===== src/rtl/sccb_slave_if.sv =====
// SCCB bus lines and register-bank port of the SCCB responder.
// slave = the responder itself; master = the bus master / register bank around it.
interface sccb_slave_if #(
  parameter int ADDR_W = 8
);
  logic              sioc_in;
  logic              siod_in;
  logic              siod_oe;
  logic [ADDR_W-1:0] reg_addr;
  logic [7:0]        reg_wr_data;
  logic              reg_wr_en;
  logic              reg_rd_en;
  logic [7:0]        reg_rd_data;
  logic              busy;

  modport slave (
    input  sioc_in, siod_in, reg_rd_data,
    output siod_oe, reg_addr, reg_wr_data, reg_wr_en, reg_rd_en, busy
  );

  modport master (
    output sioc_in, siod_in, reg_rd_data,
    input  siod_oe, reg_addr, reg_wr_data, reg_wr_en, reg_rd_en, busy
  );
endinterface


===== src/rtl/sccb_slave.sv =====
// SCCB/I2C register-write responder, oversampled on clk with pull-down-only SIOD drive.
// Define SCCB_SLAVE_READ_EN to add read transfers; otherwise read addresses are NACKed.
module sccb_slave #(
  parameter logic [7:0] DEVICE_ADDR = 8'h42,
  parameter int         I2C_ADDR_16 = 0,
  parameter int         SYNC_STAGES = 2
) (
  input  logic        clk,
  input  logic        rst_n,
  sccb_slave_if.slave bus
);

  localparam int AW = 8 + 8 * I2C_ADDR_16;

`ifdef SCCB_SLAVE_READ_EN
  localparam bit READ_EN = 1'b1;
`else
  localparam bit READ_EN = 1'b0;
`endif

  typedef enum logic [3:0] {
    IDLE, DEV_ADDR, DEV_ACK, REG_ADDR, REG_ACK, WR_DATA, WR_ACK, RD_DATA, RD_MACK, IGNORE
  } state_e;

  logic [SYNC_STAGES-1:0] sioc_sync_q, sioc_sync_d;
  logic [SYNC_STAGES-1:0] siod_sync_q, siod_sync_d;
  logic                   scl_prev_q, scl_prev_d;
  logic                   sda_prev_q, sda_prev_d;
  state_e                 state_q, state_d;
  logic [3:0]             bit_cnt_q, bit_cnt_d;
  logic [7:0]             shift_q, shift_d;
  logic                   rw_q, rw_d;
  logic                   addr_byte_q, addr_byte_d;
  logic [AW-1:0]          reg_addr_q, reg_addr_d;
  logic [7:0]             reg_wr_data_q, reg_wr_data_d;
  logic                   reg_wr_en_q, reg_wr_en_d;
  logic                   reg_rd_en_q, reg_rd_en_d;
  logic                   rd_pending_q, rd_pending_d;
  logic                   siod_oe_q, siod_oe_d;
  logic                   busy_q, busy_d;

  logic       scl, sda, scl_rise, scl_fall, start_cond, stop_cond;
  logic       rx_state, byte_done;
  logic [7:0] rx_byte;

  assign scl        = sioc_sync_q[SYNC_STAGES-1];
  assign sda        = siod_sync_q[SYNC_STAGES-1];
  assign scl_rise   = scl & ~scl_prev_q;
  assign scl_fall   = ~scl & scl_prev_q;
  assign start_cond = scl & scl_prev_q & sda_prev_q & ~sda;
  assign stop_cond  = scl & scl_prev_q & ~sda_prev_q & sda;
  assign rx_state   = (state_q == DEV_ADDR) || (state_q == REG_ADDR) || (state_q == WR_DATA);
  assign rx_byte    = {shift_q[6:0], sda};
  assign byte_done  = rx_state && scl_rise && (bit_cnt_q == 4'd7);

  // NOTE: every _d gets a default first so no path through the case infers a latch.
  always_comb begin
    sioc_sync_d   = {sioc_sync_q[SYNC_STAGES-2:0], bus.sioc_in};
    siod_sync_d   = {siod_sync_q[SYNC_STAGES-2:0], bus.siod_in};
    scl_prev_d    = scl;
    sda_prev_d    = sda;
    state_d       = state_q;
    bit_cnt_d     = bit_cnt_q;
    shift_d       = shift_q;
    rw_d          = rw_q;
    addr_byte_d   = addr_byte_q;
    reg_addr_d    = reg_addr_q;
    reg_wr_data_d = reg_wr_data_q;
    reg_wr_en_d   = 1'b0;
    reg_rd_en_d   = 1'b0;
    rd_pending_d  = reg_rd_en_q;
    siod_oe_d     = siod_oe_q;
    busy_d        = busy_q;

    // Read data is valid the cycle after the request; load it for the next falling edge.
    if (READ_EN && rd_pending_q) shift_d = bus.reg_rd_data;

    if (stop_cond) begin
      state_d   = IDLE;
      siod_oe_d = 1'b0;
      busy_d    = 1'b0;
    end else if (start_cond) begin
      state_d     = DEV_ADDR;
      bit_cnt_d   = '0;
      addr_byte_d = 1'b0;
      busy_d      = 1'b1;
    end else begin
      if (rx_state && scl_rise) begin
        shift_d   = rx_byte;
        bit_cnt_d = byte_done ? 4'd0 : bit_cnt_q + 4'd1;
      end

      unique case (state_q)
        IDLE, IGNORE: begin
        end
        DEV_ADDR: if (byte_done) begin
          rw_d    = rx_byte[0];
          state_d = ((rx_byte[7:1] == DEVICE_ADDR[7:1]) && (!rx_byte[0] || READ_EN))
                    ? DEV_ACK : IGNORE;
        end
        REG_ADDR: if (byte_done) begin
          if ((I2C_ADDR_16 != 0) && !addr_byte_q) reg_addr_d[AW-1 -: 8] = rx_byte;
          else                                    reg_addr_d[7:0]       = rx_byte;
          state_d = REG_ACK;
        end
        WR_DATA: if (byte_done) begin
          reg_wr_data_d = rx_byte;
          reg_wr_en_d   = 1'b1;
          state_d       = WR_ACK;
        end
        // ACK states: the first SIOC fall pulls SIOD low, the second releases and moves on.
        DEV_ACK: begin
          if (scl_rise && rw_q) reg_rd_en_d = READ_EN;
          if (scl_fall) begin
            if (!siod_oe_q) siod_oe_d = 1'b1;
            else if (rw_q) begin
              siod_oe_d = ~shift_q[7];
              state_d   = RD_DATA;
            end else begin
              siod_oe_d = 1'b0;
              state_d   = REG_ADDR;
            end
          end
        end
        REG_ACK: if (scl_fall) begin
          if (!siod_oe_q) siod_oe_d = 1'b1;
          else begin
            siod_oe_d = 1'b0;
            if ((I2C_ADDR_16 != 0) && !addr_byte_q) begin
              addr_byte_d = 1'b1;
              state_d     = REG_ADDR;
            end else begin
              state_d = WR_DATA;
            end
          end
        end
        WR_ACK: if (scl_fall) begin
          if (!siod_oe_q) siod_oe_d = 1'b1;
          else begin
            siod_oe_d  = 1'b0;
            reg_addr_d = reg_addr_q + AW'(1);
            state_d    = WR_DATA;
          end
        end
        RD_DATA: begin
          if (scl_rise) bit_cnt_d = bit_cnt_q + 4'd1;
          if (scl_fall) begin
            if (bit_cnt_q == 4'd8) begin
              siod_oe_d = 1'b0;
              bit_cnt_d = '0;
              state_d   = RD_MACK;
            end else begin
              shift_d   = {shift_q[6:0], 1'b0};
              siod_oe_d = ~shift_q[6];
            end
          end
        end
        // bit_cnt == 1 marks a master ACK whose next byte has already been requested.
        RD_MACK: begin
          if (scl_rise) begin
            if (!sda) begin
              reg_addr_d  = reg_addr_q + AW'(1);
              reg_rd_en_d = READ_EN;
              bit_cnt_d   = 4'd1;
            end else begin
              state_d = IGNORE;
            end
          end else if (scl_fall && (bit_cnt_q == 4'd1)) begin
            siod_oe_d = ~shift_q[7];
            bit_cnt_d = '0;
            state_d   = RD_DATA;
          end
        end
        default: state_d = IDLE;
      endcase
    end
  end

  // NOTE: sequential state uses non-blocking assignments so every flop samples pre-edge values.
  always_ff @(posedge clk or negedge rst_n) begin
    if (!rst_n) begin
      sioc_sync_q   <= '1;
      siod_sync_q   <= '1;
      scl_prev_q    <= 1'b1;
      sda_prev_q    <= 1'b1;
      state_q       <= IDLE;
      bit_cnt_q     <= '0;
      shift_q       <= '0;
      rw_q          <= 1'b0;
      addr_byte_q   <= 1'b0;
      reg_addr_q    <= '0;
      reg_wr_data_q <= '0;
      reg_wr_en_q   <= 1'b0;
      reg_rd_en_q   <= 1'b0;
      rd_pending_q  <= 1'b0;
      siod_oe_q     <= 1'b0;
      busy_q        <= 1'b0;
    end else begin
      sioc_sync_q   <= sioc_sync_d;
      siod_sync_q   <= siod_sync_d;
      scl_prev_q    <= scl_prev_d;
      sda_prev_q    <= sda_prev_d;
      state_q       <= state_d;
      bit_cnt_q     <= bit_cnt_d;
      shift_q       <= shift_d;
      rw_q          <= rw_d;
      addr_byte_q   <= addr_byte_d;
      reg_addr_q    <= reg_addr_d;
      reg_wr_data_q <= reg_wr_data_d;
      reg_wr_en_q   <= reg_wr_en_d;
      reg_rd_en_q   <= reg_rd_en_d;
      rd_pending_q  <= rd_pending_d;
      siod_oe_q     <= siod_oe_d;
      busy_q        <= busy_d;
    end
  end

  assign bus.siod_oe     = siod_oe_q;
  assign bus.reg_addr    = reg_addr_q;
  assign bus.reg_wr_data = reg_wr_data_q;
  assign bus.reg_wr_en   = reg_wr_en_q;
  assign bus.busy        = busy_q;
`ifdef SCCB_SLAVE_READ_EN
  assign bus.reg_rd_en   = reg_rd_en_q;
`else
  assign bus.reg_rd_en   = 1'b0;
`endif

endmodule


===== src/flat_wrapper.sv =====
// flat-port wrapper written by rule: the top's interface ports become plain ports
module sccb_slave_flat 
#(
  parameter logic [7:0] DEVICE_ADDR = 8'h42,
  parameter int         I2C_ADDR_16 = 0,
  parameter int         SYNC_STAGES = 2
)
  (clk, rst_n, bus_sioc_in, bus_siod_in, bus_reg_rd_data, bus_siod_oe, bus_reg_addr, bus_reg_wr_data, bus_reg_wr_en, bus_reg_rd_en, bus_busy);
  sccb_slave_if #(.ADDR_W(8)) bus_i ();
  input  logic clk;
  input  logic rst_n;
  input wire logic [$bits(bus_i.sioc_in)-1:0] bus_sioc_in;
  input wire logic [$bits(bus_i.siod_in)-1:0] bus_siod_in;
  input wire logic [$bits(bus_i.reg_rd_data)-1:0] bus_reg_rd_data;
  output wire logic [$bits(bus_i.siod_oe)-1:0] bus_siod_oe;
  output wire logic [$bits(bus_i.reg_addr)-1:0] bus_reg_addr;
  output wire logic [$bits(bus_i.reg_wr_data)-1:0] bus_reg_wr_data;
  output wire logic [$bits(bus_i.reg_wr_en)-1:0] bus_reg_wr_en;
  output wire logic [$bits(bus_i.reg_rd_en)-1:0] bus_reg_rd_en;
  output wire logic [$bits(bus_i.busy)-1:0] bus_busy;
  assign bus_i.sioc_in = bus_sioc_in;
  assign bus_i.siod_in = bus_siod_in;
  assign bus_i.reg_rd_data = bus_reg_rd_data;
  assign bus_siod_oe = bus_i.siod_oe;
  assign bus_reg_addr = bus_i.reg_addr;
  assign bus_reg_wr_data = bus_i.reg_wr_data;
  assign bus_reg_wr_en = bus_i.reg_wr_en;
  assign bus_reg_rd_en = bus_i.reg_rd_en;
  assign bus_busy = bus_i.busy;
  sccb_slave #(.DEVICE_ADDR(DEVICE_ADDR), .I2C_ADDR_16(I2C_ADDR_16), .SYNC_STAGES(SYNC_STAGES)) u_core (.clk(clk), .rst_n(rst_n), .bus(bus_i));
endmodule

===== config.mk =====
export PLATFORM = sky130hd
export DESIGN_NAME = sccb_slave_flat
export DESIGN_NICKNAME = d
export VERILOG_FILES = /design/src/rtl/sccb_slave_if.sv /design/src/rtl/sccb_slave.sv /design/src/flat_wrapper.sv
export SDC_FILE = /design/constraint.sdc
export NUM_CORES = 1
export LEC_CHECK = 0
export BUFFER_PORTS_ARGS = -buffer_cell sky130_fd_sc_hd__buf_2
export CAP_MARGIN = 20
export CORE_UTILIZATION = 58
export CTS_CLUSTER_SIZE = 24
export DETAILED_ROUTE_END_ITERATION = 10
export PLACE_DENSITY = 0.82
export SYNTH_ARGS = -nofsm -noshare
export SYNTH_HDL_FRONTEND = slang
export SYNTH_SLANG_ARGS = --single-unit

===== constraint.sdc =====
create_clock -name clk -period 2.45 [get_ports clk]
set_input_delay 0.3675 -clock clk [delete_from_list [all_inputs] [get_ports clk]]
set_output_delay 0.3675 -clock clk [all_outputs]
set_load 0.02 [all_outputs]

=== Word level (Yosys, flattened, before mapping) ===
Cells that the tools add are included.

* $add $sub $neg: 2
* Equality and inequality tests: 36
* Muxes and demuxes: 55
* Bitwise logic cells: 15
* Reduce and logical (&&, ||, !) cells: 19

{| class="wikitable"
|+ Operators by type and width
! kind !! count
|-
| $mux 4 || 24
|-
| $mux 8 || 9
|-
| $ne 4x1->1 const B || 9
|-
| $pmux 4 s8 || 1
|-
| $pmux 8 s3 || 1
|-
| $eq 4x3->1 const B || 5
|-
| $mux 1 || 17
|-
| $ne 3x1->1 const B || 5
|-
| $eq 4x4->1 const B || 3
|-
| $reduce_and 12->1 || 1
|-
| $add 8x1->8 const B || 1
|-
| $eq 4x1->1 const B || 2
|-
| $eq 4x2->1 const B || 2
|-
| $ne 2x1->1 const B || 4
|-
| $not 1->1 || 8
|-
| $pmux 4 s2 || 1
|-
| $reduce_and 4->1 || 2
|-
| $reduce_and 8->1 || 1
|-
| $and 1x1->1 || 7
|-
| $eq 7x6->1 const B || 1
|-
| $reduce_and 7->1 || 1
|-
| $ne 5x1->1 const B || 1
|-
| $ne 5x4->1 const B || 1
|-
| $reduce_bool 5->1 || 1
|-
| other kinds (13) || 19
|}

* Bits in registers: 42
* Input port bits: 12
* Output and inout port bits: 20
* Logic and storage cells: 140

=== Longest topological paths before layout ===
Gate-level depths: netlist of the first run.

* Depth after elaboration: 12
* Depth in mapped cells: 8

=== Worst setup path before layout of the first run ===
Ideal clock, no wire load.

* Kind: flip-flop to flip-flop
* From: register u_core.bit_cnt_q[0]
* To: register u_core.rw_q
* Library setup time: 0.125 ns
* Data arrival time: 1.674 ns
* Path slack: 0.651 ns
* Stages on the path, launching flop included: 6
* Buffers on the path: 0
* Period minus slack after synthesis: 1.799 ns
* Path through: dfrtp_1 -> ha_1 -> nand3b_1 -> or3_4 -> nor3_1 -> mux2_2

* Longest elaborated chain between the ends: 3

{| class="wikitable"
|+ Ends and longest elaborated chain
! item !! RTL line !! text
|-
| start, declared || sccb_slave.sv:30 || <nowiki>logic [3:0] bit_cnt_q, bit_cnt_d;</nowiki>
|-
| start signal, assigned || sccb_slave.sv:204 || <nowiki>bit_cnt_q <= bit_cnt_d;</nowiki>
|-
| $eq 4x3->1 || sccb_slave.sv:54 || <nowiki>assign byte_done = rx_state && scl_rise && (bit_cnt_q == 4'd7);</nowiki>
|-
| $logic_and 1x1->1 || sccb_slave.sv:54 ||
|-
| $reduce_and 4->1 (no source line) || -- ||
|-
| end signal, assigned || sccb_slave.sv:206 || <nowiki>rw_q <= rw_d;</nowiki>
|-
| end, declared || sccb_slave.sv:32 || <nowiki>logic rw_q, rw_d;</nowiki>
|}

No other way between the ends.
A chain may end at the register's enable or synchronous reset.

=== Worst setup path after layout of the first run ===
* From: register u_core.state_q[3]
* To: register u_core.reg_addr_q[3], in the netlist u_core.bus.reg_addr[3]

* Longest elaborated chain between the ends: 7
* Elaborated cells between the ends (all ways): 17

{| class="wikitable"
|+ Ends and longest elaborated chain
! item !! RTL line !! text
|-
| start, declared || sccb_slave.sv:29 || <nowiki>state_e state_q, state_d;</nowiki>
|-
| start signal, assigned || sccb_slave.sv:203 || <nowiki>state_q <= state_d;</nowiki>
|-
| $eq 4x1->1 / $eq 4x2->1 (equally long branches) || sccb_slave.sv:52, sccb_slave.sv:93 ||
|-
| $logic_or 1x1->1 (2 in a row) || sccb_slave.sv:52 || <nowiki>assign rx_state = (state_q == DEV_ADDR) || (state_q == REG_ADDR) || (state_q == WR_DATA);</nowiki>
|-
| $logic_and 1x1->1 (2 in a row) || sccb_slave.sv:54 ||
|-
| $ne 2x1->1 (no source line) || -- ||
|-
| $reduce_and 8->1 (no source line) || -- ||
|-
| end signal, assigned || sccb_slave.sv:208 || <nowiki>reg_addr_q <= reg_addr_d;</nowiki>
|-
| end, declared || sccb_slave.sv:34 || <nowiki>logic [AW-1:0] reg_addr_q, reg_addr_d;</nowiki>
|}

Parallel ways exist; a longest one is shown, timed or not.

==> implementation parameters, run 1 <==
Parameter                              Value

Run status
  Outcome    complete, no violations

Routing
  Residual DRC count    0
  Post-DR wirelength/cell    16.90 microns
  Via count    about 2100
  Detailed Route Iter0 Violations    169
  First-pass iteration count of the detailed router    5
  Overall routed net length    5.661 mm
  Via-to-Cell Ratio    about 6.3
  Post-route antenna net violation count    0

Worst hold path
  Number of instances on the worst hold path    1
  Worst min path class    in -> reg

Die
  Top Ports    32
  X dimension of the die    69.08 microns
  Die height    69.08 microns
  # rows    24
  Initial standard-cell utilization of the core    59.94%
  Area of the die    4772 sq um
  Placeable Area    4354 sq um

Setup path
  Nature of the critical path startpoint    register
  Critical Path End Type    register
  Crit path kind    reg -> reg
  Required time reported for the critical path endpoint    2.63 ns
  Crit path arrival time    2.33 ns
  Cell count of the worst reg-to-reg path    5
  Maximum fanout along the worst path    18

Synth
  Post-synthesis compound-gate area fraction    22.00%
  Number of enable flip-flop cells after synthesis    0
  Post-Syn Area per Cell    10.00 sq um
  Library cells used by synthesis    between 60 and 70
  Synthesized-area fraction occupied by xor and xnor cells    less than 1%
  Simple-gate portion of the synthesized area    approximately 22%
  Number of flip-flops and latches in the synthesized netlist    42
  Combinational family with the most area after synthesis    compound AO/OA/AOI/OAI gates
  Share of the synthesized area in the top cell type    about a third
  Post-Synthesis Cell Area    2610 sq um
  Async S/R FF share, synth    100.0%
  Commonest cells in the netlist    dfrtp_1, a21oi_1, nand2_1, o21ai_0, mux2_2
  Most common flop cell mapped by yosys    dfrtp_1
  Adder-cell share of the synthesized area    1.918%
  Yosys synthesis warning count    0
  Largest cells by area after synthesis    dfrtp_1, mux2_2, dfstp_2
  Cell accounting for the most synthesized area    dfrtp_1
  Leading cell type by number of instances after synthesis    dfrtp_1
  Synth Net Count    277
  Share of cell area taken by muxes after synthesis    7.622%
  Sequential element share of the synthesized area    about two fifths
  Synthesized netlist cell count    roughly 260

Placement
  Post-detailed-placement half-perimeter wirelength    a little over 4 mm
  Port Buffers    22
  Placed insts    327
  DP Area    2739 sq um
  Routability congestion estimate from global placement    0.9048

Final layout
  Final standard cell count with taps included and fillers excluded    between 300 and 400
  Fin nets    298
  Final antenna diode count    0
  Total non-filler cell area in the finished layout    2831 sq um
  Area Overhead vs Synth    8.485%
  Fraction of layout instances using a drive strength above 1    a little under a third

Power
  VDD IR max    0.5850 mV
  Total power    roughly 2.8 mW
  Power per cell area    992.8 nW/um^2
  Cell leakage power    1.202 nW

Clocking
  TritonCTS clock tree    yes
  Clock sink count    42
  Number of buffers added for setup after CTS    0
  Post-CTS sizing    0
  Clk root buf    clkbuf_8
  H-tree depth    2
  Clock-pin slew on the worst setup and hold paths    0.09 ns
  Cts-stage hold buffer count    0
  Buffers from clock root to sink, at most    2
  Clock buffer count from CTS    5
  Clock Latency Late Sink    between 0.2 and 0.3 ns

Job
  Maxcap violations    0

Global route
  All-layer global routing usage    25.20%
  Antenna violations before repair    0
  Vias in the first global route    slightly above 2000
  Wire length of the first global-routing pass    9.722 mm
  Largest net degree at the start of global routing    43
  GRT Residual Overflow    0

STA
  Worst relative slew slack    39.87%
  WHS    roughly 0.16 ns
  Clock period minus worst slack    about 2.2 ns
  Portion of the clock cycle consumed by the worst path in the final layout    87.95%
  Setup repair after global routing missed its margin    no
  Clock skew    0.007480 ns
  Final hold violations    0
  Post-route setup TNS    0 ns
  Maximum operating frequency    roughly 460 MHz
  Slew of the pin with the lowest slew margin    approximately 0.9 ns
  Final setup viols    0
  Number of slew-limit violations in the final report    0
[layout by cell type (no fill, tap or decap), types with 9 or more instances in the layout]
cell type,Yosys,final
mux2_2,15,15
dfrtp_1,36,36
o21ai_0,17,17
nand2_1,17,17
inv_1,9,9
nand3_1,9,9
nor2_1,9,9
buf_2,7,22
a21oi_1,22,22
buf_4,5,9
[final cells by class]
class	instances	area (sq um)
Fill cell	326	1523
Multi-Input combinational cell	193	1404
Sequential cell	42	1059
Timing Repair Buffer	31	177.7
Clock buffer	5	68.82
Tap cell	52	65.06
Inverter	9	33.78
Clock inverter	3	23.77
[metrics by stage]
stage | setup WS (ns) | utilization [%]
after detailed placement | 0.3517 | 62.90
after global placement | 0.3645 | 62.90
final | 0.2952 | 65.03
after global routing | 0.1291 | 65.03
after floorplan | 0.6509 | -
after CTS | 0.3372 | 65.03
[kinds of logic after synthesis]
| logic type | after synthesis |
|---|---|
| buffers and inverters | 26 |
| other | 1 |
| AND/OR/NAND/NOR | 88 |
| flip-flops | 42 |
| XOR/XNOR | 1 |
| AO/OA/AOI/OAI | 81 |
| adder cells (fa/ha/maj) | 4 |
| multiplexers | 18 |
[path summary, 6_finish.rpt]
kind                                                to  slack (ns)                  start
worst max-delay path            u_core.bus.reg_addr[3]        0.30      u_core.state_q[3]
worst min-delay path             u_core.siod_sync_q[0]        0.16            bus_siod_in
worst max register to register  u_core.bus.reg_addr[3]        0.30      u_core.state_q[3]
worst min register to register   u_core.siod_sync_q[1]        0.36  u_core.siod_sync_q[0]
max in group asynchronous          u_core.bit_cnt_q[3]        1.69                  rst_n
min in group asynchronous          u_core.bit_cnt_q[1]        0.20                  rst_n
[sequential cells by signal, summed over array words and instances, names as in the netlist, 2 cells and up]
register                flops
u_core.bit_cnt_q            4
u_core.bus.reg_addr         8
u_core.bus.reg_wr_data      8
u_core.shift_q              8
u_core.sioc_sync_q          2
u_core.siod_sync_q          2
u_core.state_q              4
[layer usage]
metal	part of all wire, %	GRT usage (%)	up-vias
met5	0	0	-
met4	0.85	7.710	0
met3	5.4	4.825	8
met2	48	38.83	69
met1	46	36.02	1021
li1	-	-	1022
[worst max-delay path, cell delays in order (launching register included)]
cell      delay (ns)
dfrtp_1         0.68
nor4b_2         0.64
o21ai_1         0.23
o2111a_4        0.28
a21oi_1         0.15
a21oi_1         0.06
[report_power, final]
group	switching [mW]	total, mW	internal [mW]	leakage (nW)
logic	0.677	1.20	0.518	0.630
registers	0.286	1.16	0.870	0.531
clock network	0.256	0.460	0.204	0.0408
total	1.22	2.81	1.59	1.20
No activity file was read; power rests on OpenSTA's default activity.
==> run 2: changes to the inputs <==
- GPL_TIMING_DRIVEN: unset -> 0
- PLACE_DENSITY: 0.82 -> 0.81
- SKIP_LAST_GASP: unset -> 1
==> run 2 against run 1 <==
- die area unchanged
- largest power group unchanged
- largest cell class unchanged
- critical endpoint is now u_core.bus.reg_wr_data[3]
- register-to-register slack better by 0.04 ns
- clock-buffer cell count unchanged
==> implementation parameters, run 2 (synthesis results as in run 1) <==
Parameter                              Value

STA
  Worst relative slew slack    about two fifths
  Clock skew    0.006211 ns
  Number of slew-limit violations in the final report    0
  Final setup viols    0
  Slew of the pin with the lowest slew margin    0.9254 ns
  Portion of the clock cycle consumed by the worst path in the final layout    86.17%
  Post-route setup TNS    0 ns
  Clock period minus worst slack    2.111 ns
  Setup repair after global routing missed its margin    no
  Maximum operating frequency    473.6 MHz
  Final hold violations    0

Worst hold path
  Hold path endpoint    u_core.sioc_sync_q[0]
  Number of instances on the worst hold path    1
  Startpoint of the most critical hold path    bus_sioc_in
  Worst min path class    in -> reg

Clocking
  H-tree depth    2
  Clock-pin slew on the worst setup and hold paths    0.09 ns
  Number of buffers added for setup after CTS    0
  Clock Latency Late Sink    0.29 ns
  Clk root buf    clkbuf_8
  Cts-stage hold buffer count    0
  TritonCTS clock tree    yes
  Clock sink count    42
  Post-CTS sizing    0
  Buffers from clock root to sink, at most    2
  Clock buffer count from CTS    5

Routing
  Detailed Route Iter0 Violations    200
  Residual DRC count    0
  First-pass iteration count of the detailed router    5
  Via count    2235
  Post-route antenna net violation count    0
  Post-DR wirelength/cell    17.31 microns
  Via-to-Cell Ratio    6.516
  Overall routed net length    ~5.9 mm

Placement
  Routability congestion estimate from global placement    approximately 0.89
  Post-detailed-placement half-perimeter wirelength    4.089 mm
  Port Buffers    22
  DP Area    2785 sq um

Global route
  Vias in the first global route    2012
  All-layer global routing usage    25.23%
  Largest net degree at the start of global routing    43
  GRT Residual Overflow    0
  Wire length of the first global-routing pass    9.839 mm
  Antenna violations before repair    0

Power
  VDD IR max    0.5525 mV
  Total power    between 2 and 3 mW
  Cell leakage power    ~1.2 nW
  Power per cell area    between 900 and 1000 nW/um^2

Final layout
  Total non-filler cell area in the finished layout    about 2900 sq um
  Filler Cell Count    343
  Share of the core filled with cells in the final layout    66.09%
  Most frequent cells in the layout    dfrtp_1, buf_2, a21oi_1
  Fraction of layout instances using a drive strength above 1    31.62%
  Area Overhead vs Synth    10.26%
  Fin nets    between 300 and 400
  Most common cell after layout, fill and taps aside    dfrtp_1
  Final antenna diode count    0

Setup path
  Maximum fanout along the worst path    9
  Required time reported for the critical path endpoint    2.63 ns
  Crit path kind    reg -> reg
  Endpoint of the most critical register-to-register path    u_core.bus.reg_wr_data[3]
  Worst flop-to-flop path startpoint    u_core.bit_cnt_q[0]
  Nature of the critical path startpoint    register
  Cell count of the worst reg-to-reg path    5
  Worst reg2reg setup slack    around 0.34 ns
  Critical Path End Type    register
  Crit path arrival time    2.29 ns

Die
  X dimension of the die    69.08 microns
  Area of the die    4772 sq um
  Top Ports    32
  Initial standard-cell utilization of the core    59.94%
  Placeable Area    around 4400 sq um
  # rows    24
  Die height    ~69 microns

Run status
  Outcome    complete, no violations

Job
  Maxcap violations    0
[run 2: changes by cell type in the layout (fill, tap and decap cells not counted)]
cell / previous run / this run
buf_2: 22 / 29
buf_4: 9 / 5
buf_6: 0 / 3
clkbuf_1: 0 / 2
[run 2: per-layer routing]
layer	GRT usage, %	routed length, microns	share of wire, %
met5	0	0	0
met2	37.54	2796	47
met4	6.576	61	1.0
met1	37.89	2723	46
met3	4.532	358	6.0
[run 2: worst max-delay path by stage]
| stage | start | endpoint | cells past startpoint |
|---|---|---|---|
| after floorplan | u_core.bit_cnt_q[0] | u_core.rw_q | 5 |
| after detailed placement | u_core.bit_cnt_q[0] | u_core.bus.reg_wr_data[7] | 5 |
| final | u_core.bit_cnt_q[0] | u_core.bus.reg_wr_data[3] | 5 |
| after global placement | u_core.bit_cnt_q[0] | u_core.bus.reg_wr_data[1] | 5 |
| after CTS | u_core.bit_cnt_q[0] | u_core.bus.reg_wr_data[7] | 5 |
| after global routing | u_core.bit_cnt_q[0] | u_core.bus.reg_addr[1] | 7 |
[run 2: cell type report]
class	instances	area, sq um	area share [%]
multi-input combinational	193	1404	48.78
sequential	42	1059	36.78
buffer	17	113.9	3.957
timing repair buffer	22	110.1	3.826
clock buffer	5	68.82	2.391
tap	52	65.06	2.261
inverter	9	33.78	1.174
clock inverter	3	23.77	0.8261
[run 2: report_power, final]
part	internal [mW]	total (mW)	switching, mW
sequential	0.870	1.09	0.221
combinational	0.534	1.30	0.766
clock	0.204	0.460	0.256
total	1.61	2.85	1.24
[run 2: critical path, stage by stage, from the launching register on]
cell and delay (ns):
dfrtp_1 0.44, ha_1 0.30, nand3b_1 0.25, or3_4 0.47, nor2_8 0.18, mux2_2 0.36
[run 2: metrics by stage]
| step | setup WS, ns | instances | hold slack [ns] |
|---|---|---|---|
| finish | 0.3387 | 343 | 0.1711 |
| global route | 0.1760 | 343 | 0.1513 |
| CTS | 0.3545 | 343 | 0.1610 |
| detailed placement | 0.3821 | 335 | 0.3491 |
| global placement | 0.4020 | 335 | 0.3468 |
| floorplan | 0.6509 | 261 | 0.07191 |
==> run 3: changes to the inputs <==
- PLACE_DENSITY: 0.81 -> unset
- PLACE_DENSITY_LB_ADDON: unset -> 0.1
- SLEW_MARGIN: unset -> 20
==> run 3 against run 2 <==
- clock skew up 0.0027 ns
- cell count unchanged
- design area down 0.13%
- core utilization down 0.086 points
- combinational power about the same
- hold slack worse by 0.13 ns
- sequential power about the same
- worst setup slack worse by 0.029 ns
- non-clock buffer count unchanged
- sequential cell count unchanged
- total power down 1.3%
- critical path type unchanged
==> implementation parameters, run 3 (synthesis results as in run 1) <==
Parameter                              Value

Setup path
  Maximum fanout along the worst path    9
  Crit path cell chain    ha_1 > nand3b_1 > or3_4 > nor2_8 > mux2_2
  Delay contributed by the slowest stage of the critical path    0.48 ns
  Worst flop-to-flop path startpoint    u_core.bit_cnt_q[0]
  Crit path arrival time    2.32 ns
  Cell with the largest stage delay on the worst path    or3_4
  Cell count of the worst reg-to-reg path    5
  Worst setup path startpoint    u_core.bit_cnt_q[0]
  Nature of the critical path startpoint    register
  Required time reported for the critical path endpoint    2.63 ns
  Crit path kind    reg -> reg
  Critical Path End Type    register

Routing
  First-pass iteration count of the detailed router    4
  Post-DR wirelength/cell    16.83 microns
  Post-route antenna net violation count    0
  Detailed Route Iter0 Violations    214
  Via count    approximately 2200
  Residual DRC count    0
  Overall routed net length    5.773 mm
  Via-to-Cell Ratio    6.466

Die
  Initial standard-cell utilization of the core    about three fifths
  # rows    24
  Placeable Area    4354 sq um
  X dimension of the die    69.08 microns
  Area of the die    approximately 4800 sq um
  Die height    approximately 70 microns
  Top Ports    32

Clocking
  Number of buffers added for setup after CTS    0
  TritonCTS clock tree    yes
  Cts-stage hold buffer count    0
  Clock buffer count from CTS    5
  H-tree depth    2
  Clock-pin slew on the worst setup and hold paths    approximately 0.080 ns
  Post-CTS sizing    0
  Buffers from clock root to sink, at most    2
  Clk root buf    clkbuf_8
  Clock sink count    42
  Clock Latency Late Sink    0.30 ns

STA
  Final setup viols    0
  Setup repair after global routing missed its margin    no
  Clock period minus worst slack    2.140 ns
  Slew of the pin with the lowest slew margin    0.6340 ns
  Portion of the clock cycle consumed by the worst path in the final layout    ~87%
  Number of slew-limit violations in the final report    0
  Final hold violations    0
  Clock skew    about 0.0089 ns
  Maximum operating frequency    467.2 MHz
  Worst relative slew slack    between 50 and 60%
  Post-route setup TNS    0 ns

Global route
  All-layer global routing usage    25.94%
  Largest net degree at the start of global routing    43
  Wire length of the first global-routing pass    9.949 mm
  Antenna violations before repair    0
  GRT Residual Overflow    0
  Vias in the first global route    2044

Placement
  Routability congestion estimate from global placement    between 0.8 and 0.9
  Post-detailed-placement half-perimeter wirelength    4.080 mm
  Port Buffers    22
  Placed insts    335

Job
  Maxcap violations    0

Final layout
  Final antenna diode count    0
  Area Overhead vs Synth    10.12%
  Most common cell after layout, fill and taps aside    dfrtp_1
  Fin nets    about 310
  Fraction of layout instances using a drive strength above 1    31.27%
  Final standard cell count with taps included and fillers excluded    343
  Most frequent cells in the layout    dfrtp_1, buf_2, a21oi_1

Run status
  Outcome    complete, no violations

Worst hold path
  Worst min path class    in -> async

Power
  Cell leakage power    1.239 nW
  VDD IR max    ~0.45 mV
  Power per cell area    980.0 nW/um^2
[run 3: cell count changes in the layout (fill, tap and decap cells not counted)]
cell        delta
clkinv_2       +1
clkbuf_1       +1
buf_2          -1
buf_4          +1
clkinvlp_4     -2
inv_6          -1
clkinv_4       +1
[run 3: stage by stage]
step	instance area [sq um]	power (mW)	setup WS, ns	hold WS (ns)	util [%]
6_report	2874	2.816	0.3096	0.03818	66.01
4_1_cts	2872	2.815	0.3572	0.1594	65.95
3_3_place_gp	2785	2.343	0.3720	0.3462	63.97
3_5_place_dp	2785	2.364	0.3883	0.3495	63.97
5_1_grt	2874	3.021	0.1918	0.09869	66.01
2_1_floorplan	2610	2.039	0.6509	0.07191	-
[run 3: critical path: cells and delay by family (launching register included)]
kind / cells / cell delay (ns)
simple gates: 3 / 0.93
fa+ha+maj: 1 / 0.29
flops: 1 / 0.44
mux: 1 / 0.36
[run 3: cell type report]
cell class / instances / area (sq um)
fill: 356 / 1480
multi-input combinational: 193 / 1404
sequential: 42 / 1059
buffer: 17 / 113.9
timing repair buffer: 22 / 112.6
clock buffer: 6 / 72.57
tap: 52 / 65.06
inverter: 9 / 33.78
clock inverter: 2 / 13.76
[run 3: path summary, 6_finish.rpt]
check                                       endpoint  slack, ns
min reg2reg                    u_core.sioc_sync_q[1]       0.36
max in group asynchronous      u_core.siod_sync_q[1]       2.02
max reg2reg                u_core.bus.reg_wr_data[4]       0.31
min                                u_core.state_q[1]       0.04
min in group clk               u_core.siod_sync_q[0]       0.16
max                        u_core.bus.reg_wr_data[4]       0.31
[run 3: power by group]
part	internal (mW)	total [mW]	switching (mW)
combinational	0.534	1.28	0.746
clock	0.201	0.446	0.245
sequential	0.870	1.09	0.219
total	1.61	2.82	1.21
[run 3: layer usage]
| metal | track usage, % | routed length (microns) | vias up |
|---|---|---|---|
| met5 | 0 | 0 | - |
| met4 | 6.803 | 61 | 0 |
| met3 | 4.825 | 341 | 8 |
| met2 | 40.56 | 2633 | 87 |
| met1 | 37.15 | 2737 | 1086 |
| li1 | - | - | 1037 |
